**config.mk**
```make
export PLATFORM = sky130hd
export DESIGN_NAME = filter_mc_flat
export DESIGN_NICKNAME = d
export VERILOG_FILES = /design/src/rtl/filter_mc_if.sv /design/src/rtl/filter_mc.sv /design/src/flat_wrapper.sv
export SDC_FILE = /design/constraint.sdc
export NUM_CORES = 1
export LEC_CHECK = 0
export ABC_CLOCK_PERIOD_IN_PS = 43500
export CAP_MARGIN = 40
export CORE_MARGIN = 5
export CORE_UTILIZATION = 35
export CTS_BUF_LIST = sky130_fd_sc_hd__clkbuf_8
export CTS_CLUSTER_DIAMETER = 150
export DETAILED_ROUTE_END_ITERATION = 10
export PLACE_DENSITY = 0.49
export SKIP_CTS_REPAIR_TIMING = 1
export SLEW_MARGIN = 5
export SYNTH_ARGS = -nofsm -noshare
export SYNTH_HDL_FRONTEND = slang
export SYNTH_SLANG_ARGS = --single-unit
export TNS_END_PERCENT = 5
```
**constraint.sdc**
```tcl
create_clock -name clk -period 43.5 [get_ports clk]
set_input_delay 10.875 -clock clk [delete_from_list [all_inputs] [get_ports clk]]
set_output_delay 10.875 -clock clk [all_outputs]
set_load 0.02 [all_outputs]
```
**src/rtl/filter_mc_if.sv**
```systemverilog
// Frame-level interface of filter_mc: voice samples and filter controls in,
// mixed sample plus status pulses out.
interface filter_mc_if #(
    parameter int DW  = 8,
    parameter int NCH = 3,
    parameter int FW  = 4
) ();
    logic [NCH*DW-1:0] sample_in;
    logic              sample_valid;
    logic              ready;
    logic [NCH-1:0]    filt;
    logic [2:0]        mode;
    logic [FW-1:0]     fc;
    logic [3:0]        res;
    logic [3:0]        vol;
    logic [DW-1:0]     sample_out;
    logic              out_valid;
    logic              overrun;

    modport master (
        output sample_in, sample_valid, filt, mode, fc, res, vol,
        input  ready, sample_out, out_valid, overrun
    );

    modport slave (
        input  sample_in, sample_valid, filt, mode, fc, res, vol,
        output ready, sample_out, out_valid, overrun
    );
endinterface

```
**src/rtl/filter_mc.sv**
```systemverilog
// Multi-channel voice mixer with a shared Chamberlin state-variable filter,
// evaluated sequentially (NCH+4 cycles per frame) on one adder and one multiplier.
//
// state  | meaning
// IDLE   | waiting for a frame, ready = 1
// MIX    | add voice ch_idx into xf (filtered) or xb (bypass)
// HP     | hp = xf - lp - damping*bp
// BP     | bp += f*hp
// LP     | lp += f*bp
// OUT    | mode mix + bypass, clamp, volume, update sample_out
module filter_mc #(
    parameter int DW  = 8,
    parameter int NCH = 3,
    parameter int FW  = 4
) (
    input  logic        clk,
    input  logic        rst_n,
    filter_mc_if.slave  bus
);
    localparam int IW  = DW + 4;
    localparam int MBW = (FW + 1 > 5) ? FW + 1 : 5;
    localparam int WW  = IW + MBW + 2;
    localparam int CW  = (NCH > 1) ? $clog2(NCH) : 1;

    localparam logic signed [WW-1:0] IMAX = WW'(2**(IW-1) - 1);
    localparam logic signed [WW-1:0] IMIN = WW'(-(2**(IW-1)));
    localparam logic signed [WW-1:0] DMAX = WW'(2**(DW-1) - 1);
    localparam logic signed [WW-1:0] DMIN = WW'(-(2**(DW-1)));

    typedef enum logic [2:0] {S_IDLE, S_MIX, S_HP, S_BP, S_LP, S_OUT} state_t;

    state_t state, state_nxt;

    logic [NCH*DW-1:0]     sample_r;
    logic [NCH-1:0]        filt_r;
    logic [2:0]            mode_r;
    logic [FW-1:0]         fc_r;
    logic [3:0]            res_r;
    logic [3:0]            vol_r;
    logic [CW-1:0]         ch_idx;
    logic signed [IW-1:0]  xf, xb, hp, bp, lp;
    logic [DW-1:0]         sample_out_r;
    logic                  out_valid_r;
    logic                  overrun_r;

    logic                  ready;
    logic signed [IW-1:0]  mul_a;
    logic [MBW-1:0]        mul_b;
    logic [4:0]            sh;
    logic signed [WW-1:0]  prod, shifted;
    logic signed [WW-1:0]  add_a, add_b;
    logic signed [IW-1:0]  add_res;
    logic [DW-1:0]         smp_k;
    logic signed [DW-1:0]  s_k;
    logic signed [IW-1:0]  sel_lo, sel, t_sum, t_clamp;
    logic [DW-1:0]         o_val;

    function automatic logic signed [WW-1:0] ext_iw(input logic signed [IW-1:0] v);
        return {{(WW-IW){v[IW-1]}}, v};
    endfunction

    function automatic logic signed [IW-1:0] sat_iw(input logic signed [WW-1:0] v);
        if (v > IMAX)      return IMAX[IW-1:0];
        else if (v < IMIN) return IMIN[IW-1:0];
        else               return v[IW-1:0];
    endfunction

    // Offset-binary to two's complement: flipping the MSB subtracts midscale.
    assign smp_k = sample_r[ch_idx*DW +: DW];
    assign s_k   = {~smp_k[DW-1], smp_k[DW-2:0]};

    assign sel_lo = sat_iw(ext_iw(mode_r[0] ? lp : '0) + ext_iw(mode_r[1] ? bp : '0));
    assign sel    = sat_iw(ext_iw(sel_lo) + ext_iw(mode_r[2] ? hp : '0));
    assign t_sum  = sat_iw(ext_iw(sel) + ext_iw(xb));

    always_comb begin
        t_clamp = t_sum;
        if (ext_iw(t_sum) > DMAX)      t_clamp = DMAX[IW-1:0];
        else if (ext_iw(t_sum) < DMIN) t_clamp = DMIN[IW-1:0];
    end

    assign prod    = ext_iw(mul_a) * $signed({{(WW-MBW){1'b0}}, mul_b});
    assign shifted = prod >>> sh;
    assign add_res = sat_iw(add_a + add_b);
    assign o_val   = shifted[DW-1:0];

    always_ff @(posedge clk or negedge rst_n) begin
        if (!rst_n) state <= S_IDLE;
        else        state <= state_nxt;
    end

    always_comb begin
        state_nxt = state;
        unique case (state)
            S_IDLE:  if (bus.sample_valid) state_nxt = S_MIX;
            S_MIX:   if (ch_idx == CW'(NCH - 1)) state_nxt = S_HP;
            S_HP:    state_nxt = S_BP;
            S_BP:    state_nxt = S_LP;
            S_LP:    state_nxt = S_OUT;
            S_OUT:   state_nxt = S_IDLE;
            default: state_nxt = S_IDLE;
        endcase
    end

    // Multiplier operand selection; res is turned into a 16-res damping factor.
    always_comb begin
        ready = (state == S_IDLE);
        mul_a = '0;
        mul_b = '0;
        sh    = '0;
        unique case (state)
            S_HP: begin
                mul_a = bp;
                mul_b = MBW'(16) - MBW'(res_r);
                sh    = 5'd3;
            end
            S_BP: begin
                mul_a = hp;
                mul_b = MBW'(fc_r);
                sh    = 5'(FW);
            end
            S_LP: begin
                mul_a = bp;
                mul_b = MBW'(fc_r);
                sh    = 5'(FW);
            end
            S_OUT: begin
                mul_a = t_clamp;
                mul_b = MBW'(vol_r);
                sh    = 5'd4;
            end
            default: ;
        endcase
    end

    always_comb begin
        add_a = '0;
        add_b = '0;
        unique case (state)
            S_MIX: begin
                add_a = ext_iw(filt_r[ch_idx] ? xf : xb);
                add_b = {{(WW-DW){s_k[DW-1]}}, s_k};
            end
            S_HP: begin
                add_a = ext_iw(sat_iw(ext_iw(xf) - ext_iw(lp)));
                add_b = -shifted;
            end
            S_BP: begin
                add_a = ext_iw(bp);
                add_b = shifted;
            end
            S_LP: begin
                add_a = ext_iw(lp);
                add_b = shifted;
            end
            default: ;
        endcase
    end

    always_ff @(posedge clk or negedge rst_n) begin
        if (!rst_n) begin
            sample_r     <= '0;
            filt_r       <= '0;
            mode_r       <= '0;
            fc_r         <= '0;
            res_r        <= '0;
            vol_r        <= '0;
            ch_idx       <= '0;
            xf           <= '0;
            xb           <= '0;
            hp           <= '0;
            bp           <= '0;
            lp           <= '0;
            sample_out_r <= {1'b1, {(DW-1){1'b0}}};
            out_valid_r  <= 1'b0;
            overrun_r    <= 1'b0;
        end else begin
            out_valid_r <= (state == S_OUT);
            overrun_r   <= bus.sample_valid && !ready;
            unique case (state)
                S_IDLE: if (bus.sample_valid) begin
                    sample_r <= bus.sample_in;
                    filt_r   <= bus.filt;
                    mode_r   <= bus.mode;
                    fc_r     <= bus.fc;
                    res_r    <= bus.res;
                    vol_r    <= bus.vol;
                    ch_idx   <= '0;
                    xf       <= '0;
                    xb       <= '0;
                end
                S_MIX: begin
                    if (filt_r[ch_idx]) xf <= add_res;
                    else                xb <= add_res;
                    ch_idx <= ch_idx + CW'(1);
                end
                S_HP:  hp <= add_res;
                S_BP:  bp <= add_res;
                S_LP:  lp <= add_res;
                S_OUT: sample_out_r <= {~o_val[DW-1], o_val[DW-2:0]};
                default: ;
            endcase
        end
    end

    assign bus.ready      = ready;
    assign bus.sample_out = sample_out_r;
    assign bus.out_valid  = out_valid_r;
    assign bus.overrun    = overrun_r;
endmodule

```
**src/flat_wrapper.sv**
```systemverilog
// flat-port wrapper written by rule: the top's interface ports become plain ports
module filter_mc_flat 
#(
    parameter int DW  = 8,
    parameter int NCH = 3,
    parameter int FW  = 4
)
  (clk, rst_n, bus_sample_in, bus_sample_valid, bus_filt, bus_mode, bus_fc, bus_res, bus_vol, bus_ready, bus_sample_out, bus_out_valid, bus_overrun);
  filter_mc_if #(.DW(DW), .NCH(NCH), .FW(FW)) bus_i ();
  input  logic clk;
  input  logic rst_n;
  input wire logic [$bits(bus_i.sample_in)-1:0] bus_sample_in;
  input wire logic [$bits(bus_i.sample_valid)-1:0] bus_sample_valid;
  input wire logic [$bits(bus_i.filt)-1:0] bus_filt;
  input wire logic [$bits(bus_i.mode)-1:0] bus_mode;
  input wire logic [$bits(bus_i.fc)-1:0] bus_fc;
  input wire logic [$bits(bus_i.res)-1:0] bus_res;
  input wire logic [$bits(bus_i.vol)-1:0] bus_vol;
  output wire logic [$bits(bus_i.ready)-1:0] bus_ready;
  output wire logic [$bits(bus_i.sample_out)-1:0] bus_sample_out;
  output wire logic [$bits(bus_i.out_valid)-1:0] bus_out_valid;
  output wire logic [$bits(bus_i.overrun)-1:0] bus_overrun;
  assign bus_i.sample_in = bus_sample_in;
  assign bus_i.sample_valid = bus_sample_valid;
  assign bus_i.filt = bus_filt;
  assign bus_i.mode = bus_mode;
  assign bus_i.fc = bus_fc;
  assign bus_i.res = bus_res;
  assign bus_i.vol = bus_vol;
  assign bus_ready = bus_i.ready;
  assign bus_sample_out = bus_i.sample_out;
  assign bus_out_valid = bus_i.out_valid;
  assign bus_overrun = bus_i.overrun;
  filter_mc #(.DW(DW), .NCH(NCH), .FW(FW)) u_core (.clk(clk), .rst_n(rst_n), .bus(bus_i));
endmodule
```
-- Word level (Yosys, flattened, before mapping)
Cells that the tools add are included.
- shifts and indexed selects: 2
- equal/unequal tests: 10
- multiplexer cells: 33
- multiply operators: 1
- bitwise gates (word level): 2
- reductions and logical operators: 12
- magnitude comparators: 13
- $add $sub $neg: 8
- operators with widths (operator ; count):
    12-bit 2-to-1 mux ; 19
    19-bit by 12-bit greater-than comparator with 1-bit output (second input constant) ; 5
    19-bit by 12-bit less-than comparator with 1-bit output (second input constant) ; 5
    19-bit case mux with 4 select lines ; 1
    19-bit case mux with 3 select lines ; 1
    12-bit case mux with 2 select lines ; 2
    12-bit by 12-bit adder with 13-bit output ; 3
    12-bit case mux with 3 select lines ; 1
    24-bit by 6-bit variable part select with 8-bit output ; 1
    19-bit adder ; 1
    19-bit negator ; 1
    19-bit by 3-bit >>> shifter with 19-bit output ; 1
    12-bit by 6-bit multiplier with 18-bit output ; 1
    3-bit case mux with 5 select lines ; 1
    5-bit case mux with 3 select lines ; 1
    12-bit by 12-bit subtractor with 13-bit output ; 1
    12-bit by 8-bit greater-than comparator with 1-bit output (second input constant) ; 1
    12-bit by 8-bit less-than comparator with 1-bit output (second input constant) ; 1
    3-bit by 2-bit equality test with 1-bit output (second input constant) ; 2
    3-bit equality test (second input constant) ; 2
    3-bit 2-to-1 mux ; 2
    3-bit case mux with 2 select lines ; 1
    2-bit AND reduction ; 3
    3-bit AND reduction ; 2
    other kinds (18) ; 22
- input bits: 45
- output and inout bits: 11
- logic and storage cells: 97
- register bits after elaboration: 117

-- Depth between registers and ports, before layout
- depth in word-level cells: 27
- gate-level depth with buffers: 78
- gate-level depth less buffers: 75

-- Worst setup path after synthesis
Ideal clock, no wire load.
- kind: flip-flop to flip-flop
- from: register u_core.bp[0]
- to: register u_core.hp[1]
- arrival: 16.181 ns
- required time: 43.359 ns
- slack: 27.178 ns
- cell stages (with the launch flop): 75
- library setup time: 0.141 ns
- period minus slack after synthesis: 16.322 ns
- cell sequence: dfrtp_1 and2_1 ha_1 fa_1 a21o_1 a21oi_1 o21bai_1 a21oi_1 nor2b_1 o21a_1 o21ai_0 a21oi_1 or4b_2 mux2_2 clkbuf_1 a21o_1 ha_1 a21o_1 (+39 left out) a21oi_2 o2111a_1 and3b_1 buf_4 xor2_1 a21oi_1 o221ai_1 ha_1 o21ai_0 or3b_2 o21ai_0 o31ai_1 a2111oi_0 nor3_1 xnor2_1 nand4_1 nand3b_1 a31oi_1
- cells in the longest elaborated chain, start to end: 25
- RTL lines (what ; line ; text):
    start: declaration ; filter_mc.sv:41 ; logic signed [IW-1:0] xf, xb, hp, bp, lp;
    start signal: assignment ; filter_mc.sv:198 ; S_BP: bp <= add_res;
    12-bit 2-to-1 mux ; filter_mc.sv:72 ; assign sel_lo = sat_iw(ext_iw(mode_r[0] ? lp : '0) + ext_iw(mode_r[1] ? bp : '0));
    12-bit by 12-bit adder with 13-bit output ; filter_mc.sv:72 ;
    19-bit by 12-bit less-than comparator with 1-bit output ; filter_mc.sv:64 ; else if (v < IMIN) return IMIN[IW-1:0];
    12-bit 2-to-1 mux ; filter_mc.sv:64 ;
    12-bit 2-to-1 mux ; filter_mc.sv:63 ; if (v > IMAX) return IMAX[IW-1:0];
    12-bit by 12-bit adder with 13-bit output ; filter_mc.sv:73 ; assign sel = sat_iw(ext_iw(sel_lo) + ext_iw(mode_r[2] ? hp : '0));
    19-bit by 12-bit less-than comparator with 1-bit output ; filter_mc.sv:64 ;
    12-bit 2-to-1 mux ; filter_mc.sv:64 ;
    (+9 left out) ; - ;
    12-bit by 6-bit multiplier with 18-bit output ; filter_mc.sv:82 ; assign prod = ext_iw(mul_a) * $signed({{(WW-MBW){1'b0}}, mul_b});
    19-bit by 3-bit >>> shifter with 19-bit output ; filter_mc.sv:83 ; assign shifted = prod >>> sh;
    19-bit negator ; filter_mc.sv:146 ; add_b = -shifted;
    19-bit case mux with 3 select lines ; filter_mc.sv:139 ; unique case (state)
    19-bit adder * ; filter_mc.sv:84 ; assign add_res = sat_iw(add_a + add_b);
    19-bit by 12-bit less-than comparator with 1-bit output ; filter_mc.sv:64 ;
    12-bit 2-to-1 mux ; filter_mc.sv:64 ;
    12-bit 2-to-1 mux * ; filter_mc.sv:63 ;
    end signal: assignment ; filter_mc.sv:197 ; S_HP: hp <= add_res;
    end: declaration ; filter_mc.sv:41 ;
Every way passes the cells marked *; elsewhere a longest branch is shown, timed or not.
A chain may end at the register's enable or synchronous reset.

-- Final worst setup path
- from: register u_core.mode_r[1]
- to: register u_core.hp[1]
- cells in the longest elaborated chain, start to end: 25
- RTL lines (what ; line ; text):
    start: declaration ; filter_mc.sv:36 ; logic [2:0] mode_r;
    start signal: assignment ; filter_mc.sv:184 ; mode_r <= bus.mode;
    12-bit 2-to-1 mux * ; filter_mc.sv:72 ;
    12-bit by 12-bit adder with 13-bit output * ; filter_mc.sv:72 ;
    19-bit by 12-bit less-than comparator with 1-bit output ; filter_mc.sv:64 ;
    12-bit 2-to-1 mux ; filter_mc.sv:64 ;
    12-bit 2-to-1 mux * ; filter_mc.sv:63 ;
    12-bit by 12-bit adder with 13-bit output * ; filter_mc.sv:73 ;
    19-bit by 12-bit less-than comparator with 1-bit output ; filter_mc.sv:64 ;
    12-bit 2-to-1 mux ; filter_mc.sv:64 ;
    (+9 left out) ; - ;
    12-bit by 6-bit multiplier with 18-bit output * ; filter_mc.sv:82 ;
    19-bit by 3-bit >>> shifter with 19-bit output * ; filter_mc.sv:83 ;
    19-bit negator ; filter_mc.sv:146 ;
    19-bit case mux with 3 select lines * ; filter_mc.sv:139 ;
    19-bit adder * ; filter_mc.sv:84 ;
    19-bit by 12-bit less-than comparator with 1-bit output ; filter_mc.sv:64 ;
    12-bit 2-to-1 mux ; filter_mc.sv:64 ;
    12-bit 2-to-1 mux * ; filter_mc.sv:63 ;
Marks and branches as above.

==> summary.txt <==
Register area share after synthesis: 0.238
Layout cell share with drive strength beyond 1: 0.0607
Vias in the first global route: 11000
Aggregate global-route resource usage: 0.205
Peak fanout along the critical path: 13
Total negative setup slack: 0 ns
Vias/cell: 5.40
Std-Cell Rows: 68
Largest net degree at the start of global routing: 67
Setup CP Type: register to register
Setup crit end kind: register
Most frequent cell after synthesis: nand2_1
Hold Crit Class: register to register
Total CTS buffers: 17
Dpl hpwl: 31700 um
Post-Syn Area per Cell: 7.87 um^2
Headroom to the max-slew limit: 0.317
Io pins: 56
Crit start category: register
Final setup violation count: 0
Initial core utilization: 0.355
DRC viols: 0
Final worst path period share: 0.426
Outcome: completed
Core area: 0.0346 mm^2
#FFs+latches synth: 117
Die width: 197 um
Routed wire per std cell: 19.5 um
FMAX: 0.0540 GHz
Design area: 0.0137 mm^2
Antenna violations before repair: 0
Port buffer count: 55
EDFF count, synth: 0
Clock Skew: 0.0133 ns
Syn nets: 1758
Commonest cells in the netlist: nand2_1 (223), nor2_1 (160), dfrtp_1 (116)
Clk_lat worst skew: 0.47 ns
Clock root buffer: clkbuf_8
Finished Core Util: 0.396
Library cells used by synthesis: 76
Max_cap viols: 0
Diodes inserted: 0
WL final: 40000 um
Worst path arrival time: 18.83 ns
Worst Path Required: 43.81 ns
Clock transition at path regs: 0.08 ns
Critical Path Source: u_core.mode_r[1]
Routability cong.: 0.891
Global-route wire length before repair: 63100 um
Cell count after synthesis: 1564
Least-Margin Pin Slew: 1.03 ns
H-tree depth: 4
Fin. max-slew vios: 0
Fin crit period: 18.53 ns
Die area: 0.0390 mm^2
R2R Path Start: u_core.mode_r[1]
RSZ-0062 raised after global routing: no
Top cells by area, synth: dfrtp_1 (24%), ha_1 (11%), fa_1 (6.8%)
Post-DP Area: 0.0133 mm^2
Final nets: 1779
Antenna viol nets, final: 0
Overflow left after global routing: 0
Worst hold margin: 0.478 ns
HP Start: u_core.filt_r[2]
DR vias: 11100
Yosys top cell area share: 0.236
Clk buf depth: 2
Yosys warns: 0
TritonCTS clock tree: yes
Final Hold Vio Count: 0
Crit-path max cell delay: 0.65 ns
Slowest CP cell: or4b_2
Synth area leader: dfrtp_1
CTS Sinks: 117
Die Y: 197 um
Iter 0 DRT Violations: 722
Post-Syn Area: 0.0123 mm^2
P&R area growth vs syn: 11.4%
Top FF cell, synth: dfrtp_1
Async SR Flop Fraction: 1.00
Detailed Routing Iterations Pass 1: 5
Cell repeated most along the worst path: a21oi_1
critical path: cells and delay by family (launching register included):
| kind | cells | cell delay [ns] |
|---|---|---|
| compound gates | 37 | 7.70 |
| xor+xnor | 2 | 0.56 |
| fa+ha+maj | 11 | 4.11 |
| buf+inv | 2 | 0.12 |
| flops | 1 | 0.49 |
| mux | 2 | 0.86 |
| simple gates | 16 | 4.53 |
area by class of cell:
class / instances / area [um^2]
Fill cell: 3620 / 20900
Multi-Input combinational cell: 1262 / 8660
Sequential cell: 117 / 2930
Timing Repair Buffer: 75 / 743
Tap cell: 455 / 569
Inverter: 112 / 420
Clock buffer: 17 / 234
Clock inverter: 15 / 148
kinds of logic after synthesis:
| group | after synthesis | synth area share |
|---|---|---|
| XOR/XNOR | 69 | 0.0497 |
| multiplexers | 36 | 0.0300 |
| flip-flops | 117 | 0.238 |
| adder cells (fa/ha/maj) | 149 | 0.177 |
| AND/OR/NAND/NOR | 571 | 0.211 |
| buffers and inverters | 185 | 0.0592 |
| AO/OA/AOI/OAI | 437 | 0.235 |
flip-flops by register name, summed over array words and instances (netlist names):
register and cells:
u_core.bp 12, u_core.bus.out_valid 1, u_core.bus.overrun 1, u_core.bus.sample_out 8
u_core.ch_idx 2, u_core.fc_r 4, u_core.filt_r 3, u_core.hp 12
u_core.lp 12, u_core.mode_r 3, u_core.res_r 4, u_core.sample_r 24
u_core.state 3, u_core.vol_r 4, u_core.xb 12, u_core.xf 12
path summary, 6_finish.rpt:
check	cells after the start	slack, ns	to
max	70	24.97	u_core.hp[1]
min	2	0.48	u_core.filt_r[2]
max reg2reg	70	24.97	u_core.hp[1]
min reg2reg	2	0.48	u_core.filt_r[2]
max in group asynchronous	3	32.02	u_core.lp[1]
min in group asynchronous	1	10.45	u_core.sample_r[18]
layout by cell type, fill, tap and decap left out, types with 36 or more instances in the layout:
cell type,n
nand2_1,222
nor2_1,160
dfrtp_1,116
inv_1,112
ha_1,107
a21oi_1,93
o21ai_0,79
clkdlybuf4s50_1,54
a31oi_1,47
xnor2_1,47
and2_1,46
fa_1,42
o21a_1,40
nand3_1,36
per-stage QoR:
stage               instances  setup WS, ns
finish                   2053         24.97
detailed placement       2021         25.16
floorplan                1564         27.18
global placement         2014         25.42
CTS                      2053         25.07
global route             2053         23.76
routing by layer:
| metal | part of all wire | GRT usage | vias to the layer above |
|---|---|---|---|
| met2 | 0.46 | 0.331 | 265 |
| met3 | 0.038 | 0.0355 | 45 |
| met4 | 0.022 | 0.0551 | 0 |
| li1 | - | - | 5516 |
| met1 | 0.48 | 0.286 | 5264 |
| met5 | 0 | 0 | - |
Power is left out: the tool's default activity adds up to more than one toggle a clock period on the data nets, which glitch-free logic cannot reach.
